## src/rtl/trng_uart_pkg.sv

```systemverilog
// Shared definitions for the TRNG FIFO_OUT -> UART drain path: frame
// constants, serializer state encoding and the baud divisor computation.
package trng_uart_pkg;

    // Serializer states; IDLE must stay 0 so a cleared register is idle.
    typedef enum logic [1:0] {
        ST_IDLE  = 2'd0,
        ST_START = 2'd1,
        ST_DATA  = 2'd2,
        ST_STOP  = 2'd3
    } uart_state_e;

    // 8N1 framing, four bytes per 32-bit TRNG word.
    localparam int unsigned DATA_BITS      = 8;
    localparam int unsigned STOP_BITS      = 1;
    localparam int unsigned BYTES_PER_WORD = 4;
    localparam int unsigned WORD_W         = DATA_BITS * BYTES_PER_WORD;
    localparam int unsigned COUNT_W        = 16;
    localparam int unsigned BYTE_IDX_W     = $clog2(BYTES_PER_WORD);
    localparam int unsigned BIT_CNT_W      = $clog2(DATA_BITS);

    // Cycles per UART bit (truncating divide); callers need a result >= 4.
    function automatic int unsigned calc_clks_per_bit(input int unsigned clk_freq,
                                                      input int unsigned baud);
        return clk_freq / baud;
    endfunction

endpackage

```

## src/rtl/uart_tx_byte.sv

```systemverilog
// 8N1 byte serializer.
// Ports:
//   clk, rst   - clock, asynchronous active-low reset
//   start      - accept data (in IDLE, or on the last cycle of STOP for
//                gap-free chaining of bytes)
//   data[7:0]  - byte to send, sampled when start is accepted
//   done       - combinational: high on the final cycle of the stop bit
//   tx         - registered serial output, idle high
module uart_tx_byte
    import trng_uart_pkg::*;
#(
    parameter int unsigned CLKS_PER_BIT = 10
) (
    input  logic                 clk,
    input  logic                 rst,
    input  logic                 start,
    input  logic [DATA_BITS-1:0] data,
    output logic                 done,
    output logic                 tx
);

    localparam int unsigned               BAUD_W    = $clog2(CLKS_PER_BIT);
    localparam logic [BAUD_W-1:0]         BAUD_LAST = BAUD_W'(CLKS_PER_BIT - 1);
    localparam logic [BIT_CNT_W-1:0]      BIT_LAST  = BIT_CNT_W'(DATA_BITS - 1);

    uart_state_e            state_q, state_d;
    logic [BAUD_W-1:0]      baud_cnt_q, baud_cnt_d;
    logic [BIT_CNT_W-1:0]   bit_cnt_q, bit_cnt_d;
    logic [DATA_BITS-1:0]   data_q, data_d;
    logic                   tx_q, tx_d;
    logic                   bit_end_c;
    logic                   done_c;

    // State register.
    always_ff @(posedge clk or negedge rst) begin
        if (!rst) begin
            state_q    <= ST_IDLE;
            baud_cnt_q <= '0;
            bit_cnt_q  <= '0;
            data_q     <= '0;
            tx_q       <= 1'b1;
        end else begin
            state_q    <= state_d;
            baud_cnt_q <= baud_cnt_d;
            bit_cnt_q  <= bit_cnt_d;
            data_q     <= data_d;
            tx_q       <= tx_d;
        end
    end

    // Next-state and line-level logic.
    always_comb begin
        state_d    = state_q;
        baud_cnt_d = baud_cnt_q;
        bit_cnt_d  = bit_cnt_q;
        data_d     = data_q;
        done_c     = 1'b0;
        tx_d       = 1'b1;
        bit_end_c  = (baud_cnt_q == BAUD_LAST);

        unique case (state_q)
            ST_IDLE: begin
                if (start) begin
                    state_d    = ST_START;
                    baud_cnt_d = '0;
                    bit_cnt_d  = '0;
                    data_d     = data;
                end
            end
            ST_START: begin
                if (bit_end_c) begin
                    state_d    = ST_DATA;
                    baud_cnt_d = '0;
                    bit_cnt_d  = '0;
                end else begin
                    baud_cnt_d = baud_cnt_q + 1'b1;
                end
            end
            ST_DATA: begin
                if (bit_end_c) begin
                    baud_cnt_d = '0;
                    if (bit_cnt_q == BIT_LAST) begin
                        state_d = ST_STOP;
                    end else begin
                        bit_cnt_d = bit_cnt_q + 1'b1;
                    end
                end else begin
                    baud_cnt_d = baud_cnt_q + 1'b1;
                end
            end
            ST_STOP: begin
                if (bit_end_c) begin
                    done_c     = 1'b1;
                    baud_cnt_d = '0;
                    bit_cnt_d  = '0;
                    // Restart straight from STOP so bytes of a word abut.
                    if (start) begin
                        state_d = ST_START;
                        data_d  = data;
                    end else begin
                        state_d = ST_IDLE;
                    end
                end else begin
                    baud_cnt_d = baud_cnt_q + 1'b1;
                end
            end
            default: state_d = ST_IDLE;
        endcase

        // Line level is registered off the next state so tx never glitches.
        unique case (state_d)
            ST_START: tx_d = 1'b0;
            ST_DATA:  tx_d = data_d[bit_cnt_d];
            default:  tx_d = 1'b1;
        endcase
    end

    assign done = done_c;
    assign tx   = tx_q;

endmodule

```

## src/rtl/fifo_uart_tx.sv

```systemverilog
// Drains 32-bit TRNG words from first-word-fall-through FIFO_OUT and sends
// each as four 8N1 UART frames, least-significant byte first.
// Ports:
//   clk, rst      - clock, asynchronous active-low reset
//   enable        - drain permission, sampled only between words
//   fifo_empty    - FIFO_OUT empty flag, sampled only between words
//   fifo_rd_data  - FIFO_OUT head word
//   fifo_rd_en    - one-cycle pop strobe, one per word
//   uart_tx       - serial line, idle high
//   busy          - high while a word is being sent
//   words_sent    - wrapping count of completed words
module fifo_uart_tx
    import trng_uart_pkg::*;
#(
    parameter int unsigned CLK_FREQ = 100_000_000,
    parameter int unsigned BAUD     = 115_200
) (
    input  logic               clk,
    input  logic               rst,
    input  logic               enable,
    input  logic               fifo_empty,
    input  logic [WORD_W-1:0]  fifo_rd_data,
    output logic               fifo_rd_en,
    output logic               uart_tx,
    output logic               busy,
    output logic [COUNT_W-1:0] words_sent
);

    localparam int unsigned             CLKS_PER_BIT = calc_clks_per_bit(CLK_FREQ, BAUD);
    localparam logic [BYTE_IDX_W-1:0]   BYTE_LAST    = BYTE_IDX_W'(BYTES_PER_WORD - 1);

    logic [WORD_W-1:0]     word_q, word_d;
    logic [BYTE_IDX_W-1:0] byte_idx_q, byte_idx_d;
    logic                  busy_q, busy_d;
    logic                  rd_en_q, rd_en_d;
    logic [COUNT_W-1:0]    words_sent_q, words_sent_d;

    logic                  go_c;
    logic                  byte_start_c;
    logic [DATA_BITS-1:0]  byte_data_c;
    logic                  byte_done_c;
    logic                  byte_tx;

    uart_tx_byte #(
        .CLKS_PER_BIT (CLKS_PER_BIT)
    ) u_tx_byte (
        .clk   (clk),
        .rst   (rst),
        .start (byte_start_c),
        .data  (byte_data_c),
        .done  (byte_done_c),
        .tx    (byte_tx)
    );

    // Word-level registers.
    always_ff @(posedge clk or negedge rst) begin
        if (!rst) begin
            word_q       <= '0;
            byte_idx_q   <= '0;
            busy_q       <= 1'b0;
            rd_en_q      <= 1'b0;
            words_sent_q <= '0;
        end else begin
            word_q       <= word_d;
            byte_idx_q   <= byte_idx_d;
            busy_q       <= busy_d;
            rd_en_q      <= rd_en_d;
            words_sent_q <= words_sent_d;
        end
    end

    // Word sequencing: pop and launch byte 0, then chain bytes 1..3.
    always_comb begin
        word_d       = word_q;
        byte_idx_d   = byte_idx_q;
        busy_d       = busy_q;
        rd_en_d      = 1'b0;
        words_sent_d = words_sent_q;
        byte_start_c = 1'b0;
        byte_data_c  = fifo_rd_data[DATA_BITS-1:0];
        go_c         = enable && !fifo_empty && !busy_q;

        if (go_c) begin
            // Byte 0 comes straight from the FIFO head; word_q loads in parallel.
            word_d       = fifo_rd_data;
            rd_en_d      = 1'b1;
            byte_idx_d   = '0;
            busy_d       = 1'b1;
            byte_start_c = 1'b1;
        end else if (busy_q && byte_done_c) begin
            if (byte_idx_q == BYTE_LAST) begin
                busy_d       = 1'b0;
                byte_idx_d   = '0;
                words_sent_d = words_sent_q + 1'b1;
            end else begin
                byte_idx_d   = byte_idx_q + 1'b1;
                byte_start_c = 1'b1;
                byte_data_c  = word_q[{byte_idx_d, 3'b000} +: DATA_BITS];
            end
        end
    end

    assign fifo_rd_en = rd_en_q;
    assign uart_tx    = byte_tx;
    assign busy       = busy_q;
    assign words_sent = words_sent_q;

endmodule

```

## config.mk

```make
export PLATFORM = sky130hd
export DESIGN_NAME = fifo_uart_tx
export DESIGN_NICKNAME = d
export VERILOG_FILES = /design/src/rtl/trng_uart_pkg.sv /design/src/rtl/uart_tx_byte.sv /design/src/rtl/fifo_uart_tx.sv
export SDC_FILE = /design/constraint.sdc
export NUM_CORES = 1
export LEC_CHECK = 0
export BUFFER_PORTS_ARGS = -buffer_cell sky130_fd_sc_hd__buf_2
export CORE_MARGIN = 4
export CORE_UTILIZATION = 35
export CTS_BUF_LIST = sky130_fd_sc_hd__clkbuf_4 sky130_fd_sc_hd__clkbuf_8
export DETAILED_ROUTE_END_ITERATION = 8
export GPL_ROUTABILITY_DRIVEN = 0
export RECOVER_POWER = 50
export SYNTH_ARGS = -nofsm -noshare
export SYNTH_HDL_FRONTEND = slang
export SYNTH_SLANG_ARGS = --single-unit
```

## constraint.sdc

```tcl
create_clock -name clk -period 4.3 [get_ports clk]
set_clock_uncertainty 0.1 [all_clocks]
set_input_delay 1.29 -clock clk [delete_from_list [all_inputs] [get_ports clk]]
set_output_delay 1.29 -clock clk [all_outputs]
set_load 0.1 [all_outputs]
```

==> flow_summary.json, run 1 <==
{
  "wirelength_um": 8170,
  "core_region_area_um2": 10500,
  "maxSlewViolCount": 77,
  "routedWlPerCell_um": 14.0,
  "ys_seq_elements": 76,
  "nFillCells": 1055,
  "layout_common_cells": "nand2_1 (120), dfrtp_1 (75), buf_2 (52)",
  "p_clk_share_pct": 36.5,
  "die_h_um": 112,
  "mostFrequentLayoutCell": "nand2_1",
  "finalCritPeriodShare_pct": 81.8,
  "rows": 37,
  "fmax_mhz": 284,
  "p_sw_share_pct": 25.3,
  "syn_to_final_growth_pct": 14.9,
  "grt_pass1_vias": 2922,
  "crit_path_cell_trace": "buf_2, or3b_2, buf_4, clkbuf_1, o22a_2, a221oi_1, o21a_1, o221a_2, a211oi_2",
  "setup_viol": 0,
  "muxShareOfSynthArea_pct": 6.36,
  "switching_power_uw": 382,
  "ys_types": 66,
  "cts_resized": 0,
  "detailed_place_hpwl_um": 5710,
  "fin_ws_ns": 0.784,
  "num_vias": 2885,
  "hold_slack_ns": 0.363,
  "status": "finished, violations left",
  "antenna_cells": 0,
  "cp-startpoint": "fifo_empty",
  "critPathCaptureType": "register",
  "clkLatencyLatePin_ns": 0.35,
  "slew-limit-headroom_pct": -26.2,
  "p_seq_share_pct": 53.6,
  "synth-simple-area-share_pct": 21.2,
  "drc": 0,
  "synth_nets": 430,
  "hp-start": "words_sent[15]$_DFFE_PN0P_",
  "clkTransAtPathRegs_ns": 0.09,
  "finalSetupTns_ns": 0,
  "cts_root_buf": "clkbuf_8",
  "drt_iter0_drc": 93,
  "yosys.area_share.adder_pct": 2.95,
  "routed_via_density": 4.96,
  "grt_setup_unrepaired": "no",
  "cts_buffers": 9,
  "dieWidth_um": 112,
  "die_area_um2": 12600,
  "synth_edf_count": 0,
  "syn_area_um2": 3810,
  "start_kind": "primary input",
  "cellLeakagePower_uw": 0.00220,
  "ant_nets": 0,
  "power_density_nw_per_um2": 344,
  "max_stage_delay_ns": 0.46,
  "p_total_uw": 1510,
  "cts_buffer_depth": 2,
  "synth-seq-area-share_pct": 49.9,
  "antenna_found_initial": 0,
  "synth_xor_area_share_pct": 5.51,
  "ys.flop_type": "dfrtp_1",
  "grt_pass1_wl_um": 14000,
  "crit_fanout": 23,
  "post-route-util_pct": 41.9,
  "clock_sinks": 76,
  "htree_levels": 3,
  "cts_tree": "done",
  "grt_max_degree": 77,
  "crit_arrival_ns": 3.70,
  "power.internal_uw": 1130,
  "first_pass_iters": 4,
  "fin_crit_ns": 3.52,
  "gr-total-overflow": 0,
  "peakVddDrop_v": 0.000196,
  "synthCells": 385,
  "start_util_pct": 36.5,
  "synth_compound_area_share_pct": 9.81,
  "violations": "max-capacitance violations, max-slew violations",
  "pre_cts_slack_ns": 0.507,
  "synthArstFlopShare_pct": 100,
  "drive_above_1_share_pct": 22.9,
  "tightestPinTransition_ns": 1.89,
  "post_cts_buffers": 0,
  "r2r_start": "u_tx_byte.baud_cnt_q[0]$_DFFE_PN0P_",
  "hold_buffers": 0,
  "hold_viol": 0,
  "path_class": "primary input to register",
  "syn_avg_cell_area_um2": 9.91,
  "p_comb_share_pct": 9.9,
  "nets": 486,
  "maxCapViolCount": 1,
  "yosys_warnings": 0,
  "port_buffers": 54,
  "synth_top_family_by_area": "simple AND/OR/NAND/NOR gates",
  "hp-class": "register to register",
  "crit_required_ns": 4.48,
  "cp_slowest_cell": "or3b_2",
  "ios": 55,
  "grt_usage_pct": 13.5
}
-- layout make-up --
class                   count  area, um2  area share, %
clock buffers              10        131           3.00
clock inverters             6       65.1           1.48
inverters                  19       71.3           1.63
multi-input cells         277       1750           39.9
flip-flops and latches     76       1900           43.4
well taps                 136        170           3.88
repair buffers             58        295           6.74
-- stage by stage --
stage | area (um2) | instances
3_3_place_gp | 4200 | 566
3_5_place_dp | 4200 | 566
5_1_grt | 4380 | 582
4_1_cts | 4390 | 582
2_1_floorplan | 3810 | 385
6_report | 4380 | 582
-- critical path, delay by kind of cell --
kind	cells	cell delay, ns
AND/OR/NAND/NOR	1	0.46
buffers and inverters	3	0.76
AO/OA/AOI/OAI	5	1.17
-- worst paths after layout --
| path | end | slack, ns | cells past startpoint |
|---|---|---|---|
| max | u_tx_byte.tx$_DFF_PN1_ | 0.78 | 9 |
| min | words_sent[15]$_DFFE_PN0P_ | 0.36 | 1 |
| max reg2reg | u_tx_byte.tx$_DFF_PN1_ | 1.15 | 9 |
| min reg2reg | words_sent[15]$_DFFE_PN0P_ | 0.36 | 1 |
| max in group asynchronous | word_q[12]$_DFFE_PN0P_ | 1.61 | 1 |
| min in group asynchronous | fifo_rd_en$_DFF_PN0_ | 1.35 | 1 |
-- registers in the layout, indices dropped and copies added (netlist names) --
register and count:
word_q 32, words_sent 16, u_tx_byte.baud_cnt_q 10, u_tx_byte.data_q 8, u_tx_byte.bit_cnt_q 3, byte_idx_q 2, u_tx_byte.state_q 2, busy 1
fifo_rd_en 1, u_tx_byte.tx 1
-- power groups by stage --
| stage | combinational, uW | sequential, uW | clock [uW] |
|---|---|---|---|
| global route | 173 | 817 | 600 |
| finish | 150 | 808 | 551 |
| floorplan | 112 | 805 | 0 |
| detailed placement | 153 | 823 | 0 |
| CTS | 154 | 808 | 567 |
| global placement | 149 | 819 | 0 |
-- synth_stat cells (all sizes together), types with 2 or more instances --
master	number	area, um2
buf	8	56.3
xnor2	13	114
xor2	11	96.3
and4	3	26.3
mux2i	4	40.0
and2	2	13.8
a22o	6	57.6
a31oi	2	27.5
inv	18	67.6
a21oi	12	75.1
a32oi	2	17.5
o21ai	7	35.0
or2	3	18.8
o31ai	2	15.0
mux2	2	22.5
dfrtp	75	1880
mux4	8	180
or3b	2	17.5
nor2	24	90.1
ha	9	113
nand3	5	25.0
and3	4	26.3
nand4	10	62.6
nand2	120	450
or4	2	18.8
nor3	2	10.0
clkbuf	4	25.0
-- logic make-up after synthesis --
logic type | count (synthesis)
fa+ha+maj | 9
xor+xnor | 24
simple gates | 183
flops | 76
buf+inv | 32
mux | 14
compound gates | 47
-- routing by layer --
metal,GRT usage [%],vias to the layer above,routed length [um]
met4,3.29,0,125
li1,-,1420,-
met2,21.8,64,3820
met1,17.6,1392,3810
met3,4.31,9,413
met5,0,-,0
Power figures use the tool's default switching activity.
==> run 2: changes to the inputs <==
ABC_AREA = 1   (was default)
clock period = 3.1 ns   (was 4.3 ns; I/O delays follow)
==> run 2 against run 1 <==
  * The run still ends with max-capacitance violations, max-slew violations left
  * Sequential power is 39% higher
  * Critical path depth is 2 higher
  * Register-to-register slack worse by 0.61 ns
  * Wire length is 17% higher
  * Non-clock buffer count is 1 lower
  * Total power is 39% higher
  * Worst setup slack worse by 0.24 ns
  * Global-route usage is 1.6 points higher
  * Cell count is 24% higher
  * Critical path type is now register to register
  * Critical endpoint unchanged
  * Largest cell class is now multi-input combinational cells
==> flow_summary.json, run 2 <==
{
  "status": "finished, violations left",
  "violations": "max-capacitance violations, max-slew violations",
  "grt_pass1_vias": 3493,
  "start_kind": "register",
  "cts_buffers": 9,
  "nets": 617,
  "fmax_mhz": 391,
  "antenna_found_initial": 0,
  "syn_area_um2": 4120,
  "fin_ws_ns": 0.541,
  "first_pass_iters": 4,
  "crit_path_cell_trace": "ha_1, inv_1, nand4_4, nand2_2, nor2_2, inv_2, o21ai_0, inv_1, nand3_1, nand3_1, nand2_1",
  "ys_seq_elements": 76,
  "nFillCells": 1185,
  "crit_arrival_ns": 2.77,
  "maxSlewViolCount": 36,
  "synth_nets": 561,
  "finalCritPeriodShare_pct": 82.6,
  "clkLatencyLatePin_ns": 0.37,
  "clock_sinks": 76,
  "crit_required_ns": 3.31,
  "design_area_um2": 4740,
  "port_buffers": 54,
  "hp-start": "word_q[26]$_DFFE_PN0P_",
  "mostFrequentLayoutCell": "nand2_1",
  "path_class": "register to register",
  "num_vias": 3466,
  "synth_commonest_cells": "nand2_1 (163), dfrtp_1 (75), nand3_1 (58)",
  "cellLeakagePower_uw": 0.00260,
  "top_register": "word_q",
  "core_region_area_um2": 11500,
  "ys_types": 41,
  "synth_top_cell_by_area": "dfrtp_1",
  "grt_pass1_wl_um": 16200,
  "synth_xor_area_share_pct": 4.01,
  "crit_fanout": 12,
  "cp_slowest_cell": "dfrtp_1",
  "wirelength_um": 9530,
  "pre_cts_slack_ns": 0.524,
  "syn_to_final_growth_pct": 15.2,
  "setup_viol": 0,
  "peakVddDrop_v": 0.000356,
  "muxShareOfSynthArea_pct": 0.273,
  "hp-class": "register to register",
  "synthArstFlopShare_pct": 100,
  "cts_resized": 0,
  "synth_edf_count": 0,
  "tightestPinTransition_ns": 2.05,
  "drive_above_1_share_pct": 18.4,
  "ios": 55,
  "ant_nets": 0,
  "cts_root_buf": "clkbuf_8",
  "power_density_nw_per_um2": 441,
  "gr-total-overflow": 0,
  "die_h_um": 117,
  "dieWidth_um": 117,
  "fin_crit_ns": 2.56,
  "ys.flop_type": "dfrtp_1",
  "synth_top_family_by_area": "simple AND/OR/NAND/NOR gates",
  "hold_buffers": 0,
  "drc": 0,
  "synthCells": 516,
  "synth-simple-area-share_pct": 33.9,
  "maxCapViolCount": 1,
  "yosys_warnings": 0,
  "cts_tree": "done",
  "cts_buffer_depth": 2,
  "hold_viol": 0,
  "netlist.area_leader.share_pct": 45.6,
  "htree_levels": 3,
  "synth-seq-area-share_pct": 46.2,
  "largest_register_ffs": 32,
  "clkTransAtPathRegs_ns": 0.08,
  "syn_avg_cell_area_um2": 7.98,
  "start_util_pct": 35.9,
  "cp_num_buf_inv": 3,
  "layout_common_cells": "nand2_1 (163), dfrtp_1 (75), nand3_1 (58)",
  "rows": 39,
  "finalSetupTns_ns": 0,
  "cp-startpoint": "byte_idx_q[0]$_DFFE_PN0P_",
  "grt_usage_pct": 15.1,
  "grt_setup_unrepaired": "no",
  "critPathCaptureType": "register",
  "slew-limit-headroom_pct": -36.5,
  "synth_most_common_cell": "nand2_1",
  "post_cts_buffers": 0,
  "antenna_cells": 0,
  "r2r_start": "byte_idx_q[0]$_DFFE_PN0P_",
  "synth_area_leaders": "dfrtp_1 (46%), nand2_1 (15%), nand3_1 (7.0%), inv_1 (4.8%), ha_1 (2.7%)",
  "placedInstanceArea_um2": 4560,
  "grt_max_degree": 42,
  "detailed_place_hpwl_um": 7090,
  "die_area_um2": 13600,
  "synth_compound_area_share_pct": 6.62,
  "yosys.area_share.adder_pct": 2.73,
  "max_stage_delay_ns": 0.57,
  "drt_iter0_drc": 208,
  "routedWlPerCell_um": 13.2,
  "crit_family": "simple AND/OR/NAND/NOR gates",
  "routed_via_density": 4.81
}
==> run 2: cell types whose count changed in the layout (fill, tap and decap cells not counted), sizes merged, moves of 3 or more <==
cell,delta
nor2,+11
a21oi,+10
mux4,-8
inv,+36
xnor2,-5
nor3,+10
and4,-3
nand2,+53
and3,-3
nand3,+56
mux2i,-4
a22o,-6
o21ai,+15
==> run 2: cells by family (layout without fill, tap and decap cells) <==
group | Yosys count | in the layout
muxes | 1 | 1
DFF | 76 | 76
AOI/OAI and AO/OA | 50 | 50
xor gates and xnor gates | 18 | 18
adders and majority gates | 9 | 9
and+or+nand+nor | 295 | 295
buffers and inverters | 67 | 128
==> run 2: layout make-up <==
class	count	area [um2]	area share, %
clock inverters	4	48.8	1.03
multi-input cells	373	1950	41.1
repair buffers	57	303	6.38
flip-flops and latches	76	1900	40.1
well taps	143	179	3.77
inverters	55	206	4.35
clock buffers	12	153	3.22
==> run 2: worst paths after layout <==
path | end | slack, ns | depth (start not counted)
min in group asynchronous | u_tx_byte.baud_cnt_q[8]$_DFFE_PN0P_ | 1.04 | 1
worst min register to register | word_q[26]$_DFFE_PN0P_ | 0.37 | 2
worst max-delay path | u_tx_byte.tx$_DFF_PN1_ | 0.54 | 11
worst min-delay path | word_q[26]$_DFFE_PN0P_ | 0.37 | 2
worst max register to register | u_tx_byte.tx$_DFF_PN1_ | 0.54 | 11
max in group asynchronous | word_q[13]$_DFFE_PN0P_ | 0.69 | 1
==> run 2: metrics by stage <==
step,std cells,hold WS (ns),power [uW],utilization (%)
CTS,720,0.378,2130,41.5
detailed placement,704,0.359,1330,39.8
global placement,704,0.354,1330,39.8
floorplan,516,0.337,1240,-
finish,720,0.372,2090,41.4
global route,720,0.404,2210,41.4
==> run 2: where the power goes <==
part | switching, uW | total, uW | internal (uW)
clock network | 378 | 789 | 411
logic | 114 | 189 | 75.3
registers | 41.5 | 1120 | 1070
total | 533 | 2090 | 1560
==> run 2: routing by layer <==
layer	global-route usage [%]	wire, um	vias up
li1	-	-	1759
met3	5.03	471	14
met1	19.7	4660	1629
met4	3.79	108	0
met2	24.3	4290	64
met5	0	0	-
==> run 2: worst min-delay path, delay by kind of cell (launching register included) <==
| kind | cells | cell delay [ns] |
|---|---|---|
| DFF | 1 | 0.35 |
| and+or+nand+nor | 2 | 0.09 |
==> run 3: changes to the inputs <==
clock period = 2.41 ns   (was 3.1 ns; I/O delays follow)
==> run 3 against run 2 <==
  * Combinational power increased by 26%
  * Register-to-register slack got worse by 0.37 ns
  * Critical path depth increased by 2
  * Total power increased by 31%
  * Sequential share of layout area decreased by 0.95 points
  * First-iteration DRC count decreased by 33%
  * Via count increased by 1.0%
  * Wire length decreased by 1.8%
  * The flow now finishes without violations
  * Sequential power increased by 29%
  * Highest routed layer unchanged
  * Clock power increased by 34%
  * Global-route usage decreased by 0.37 points
==> flow_summary.json, run 3 (synthesized netlist as in run 2, its figures left out) <==
{
  "status": "finished, final reports clean",
  "dieWidth_um": 117,
  "p_total_uw": 2740,
  "ant_nets": 0,
  "tightestPinTransition_ns": 1.06,
  "wirelength_um": 9360,
  "cts_tree": "done",
  "port_buffers": 54,
  "die_area_um2": 13600,
  "mostFrequentLayoutCell": "nand2_1",
  "p_seq_share_pct": 52.5,
  "die_h_um": 117,
  "path_class": "register to register",
  "r2r_start": "u_tx_byte.baud_cnt_q[0]$_DFFE_PN0P_",
  "hold_slack_ns": 0.374,
  "grt_usage_pct": 14.7,
  "crit_fanout": 5,
  "r2r_slack_ns": 0.17,
  "nets": 629,
  "crit_required_ns": 2.55,
  "num_vias": 3501,
  "drt_iter0_drc": 140,
  "layout_common_cells": "nand2_1 (163), dfrtp_1 (74), nand3_1 (58)",
  "clock_sinks": 76,
  "peakVddDrop_v": 0.000347,
  "switching_power_uw": 684,
  "hp-start": "words_sent[15]$_DFFE_PN0P_",
  "cellLeakagePower_uw": 0.00265,
  "cts_buffer_depth": 2,
  "power.internal_uw": 2060,
  "grt_max_degree": 77,
  "grt_pass1_vias": 3446,
  "first_pass_iters": 5,
  "clkTransAtPathRegs_ns": 0.08,
  "crit_arrival_ns": 2.38,
  "drive_above_1_share_pct": 21.1,
  "ios": 55,
  "largest_register_ffs": 32,
  "rows": 39,
  "setup_viol": 0,
  "routed_via_density": 4.79,
  "cts_root_buf": "clkbuf_8",
  "fmax_mhz": 447,
  "finalCritPeriodShare_pct": 92.8,
  "nFillCells": 1171,
  "p_clk_share_pct": 38.8,
  "whs_endpoint": "words_sent[15]$_DFFE_PN0P_",
  "hold_viol": 0,
  "maxCapViolCount": 0,
  "detailed_place_hpwl_um": 6980,
  "top_register": "word_q",
  "p_sw_share_pct": 25.0,
  "design_area_um2": 4860,
  "core_region_area_um2": 11500,
  "finalSetupTns_ns": 0,
  "maxSlewViolCount": 0,
  "fin_crit_ns": 2.24,
  "htree_levels": 3,
  "hold_buffers": 0,
  "routedWlPerCell_um": 12.8,
  "slew-limit-headroom_pct": 29.6,
  "antenna_found_initial": 0,
  "gr-total-overflow": 0,
  "min_path_cells": 1,
  "clkLatencyLatePin_ns": 0.35,
  "hp-class": "register to register",
  "start_kind": "register",
  "ff2ff_path_depth": 13,
  "antenna_cells": 0,
  "drc": 0,
  "grt_setup_unrepaired": "no",
  "r2r_end": "words_sent[14]$_DFFE_PN0P_",
  "power_density_nw_per_um2": 563,
  "syn_to_final_growth_pct": 18.0,
  "cts_buffers": 9,
  "start_util_pct": 35.9,
  "critPathCaptureType": "register",
  "placedInstanceArea_um2": 4630,
  "p_comb_share_pct": 8.7,
  "grt_pass1_wl_um": 16000
}
run 3: stage by stage:
stage                     setup WS, ns  utilization, %  cells
after floorplan                 0.0306               -    516
after global placement           0.109            40.4    713
after detailed placement        0.0921            40.4    713
after CTS                       0.0780            42.2    728
after global routing           0.00184            42.4    731
final                            0.174            42.4    731
run 3: critical path: stages, from the launching register on:
cell     delay (ns)
dfrtp_1        0.40
ha_4           0.17
nand2_1        0.07
inv_1          0.07
nand2_2        0.08
nor2_8         0.18
nand4_4        0.17
nor3_4         0.24
nand3_2        0.13
nor2_4         0.12
nand2_2        0.09
nor2_4         0.11
nand2_2        0.07
xnor2_2        0.13
run 3: metal layers:
layer  track usage (%)  wire length [um]  up-vias
li1                  -                 -     1792
met1              19.6              4560     1624
met2              23.6              4200       70
met3              3.58               444       15
met4              4.87               150        0
met5                 0                 0        -
run 3: worst max path at each step:
| stage | from | endpoint | slack [ns] | cells past startpoint |
|---|---|---|---|---|
| after detailed placement | fifo_empty | u_tx_byte.tx$_DFF_PN1_ | 0.09 | 11 |
| after global placement | fifo_empty | u_tx_byte.tx$_DFF_PN1_ | 0.11 | 11 |
| final | u_tx_byte.baud_cnt_q[0]$_DFFE_PN0P_ | words_sent[14]$_DFFE_PN0P_ | 0.17 | 13 |
| after global routing | u_tx_byte.baud_cnt_q[0]$_DFFE_PN0P_ | words_sent[14]$_DFFE_PN0P_ | 0.002 | 13 |
| after CTS | u_tx_byte.baud_cnt_q[0]$_DFFE_PN0P_ | u_tx_byte.tx$_DFF_PN1_ | 0.08 | 15 |
| after floorplan | words_sent[1]$_DFFE_PN0P_ | words_sent[14]$_DFFE_PN0P_ | 0.03 | 9 |
run 3: area by class of cell:
| class | instances | area [um2] | share of cell area (%) |
|---|---|---|---|
| clock buffer | 9 | 124 | 2.55 |
| clock inverter | 6 | 90.1 | 1.85 |
| inverter | 55 | 206 | 4.24 |
| multi-input combinational | 373 | 1970 | 40.6 |
| sequential | 76 | 1900 | 39.2 |
| tap | 143 | 179 | 3.68 |
| timing repair buffer | 69 | 385 | 7.92 |
run 3: timing repair:
item	in CTS	in global routing
setup buffers	0	3
gates resized for setup	0	6
setup endpoints to repair	0	9
hold endpoints to repair	0	0
run 3: power groups by stage:
stage                     Combinational (uW)  Clock (uW)  Sequential (uW)
after CTS                                250        1100             1440
after detailed placement                 249           0             1460
after global routing                     283        1140             1450
after floorplan                          148           0             1440
final                                    239        1060             1440
after global placement                   248           0             1460
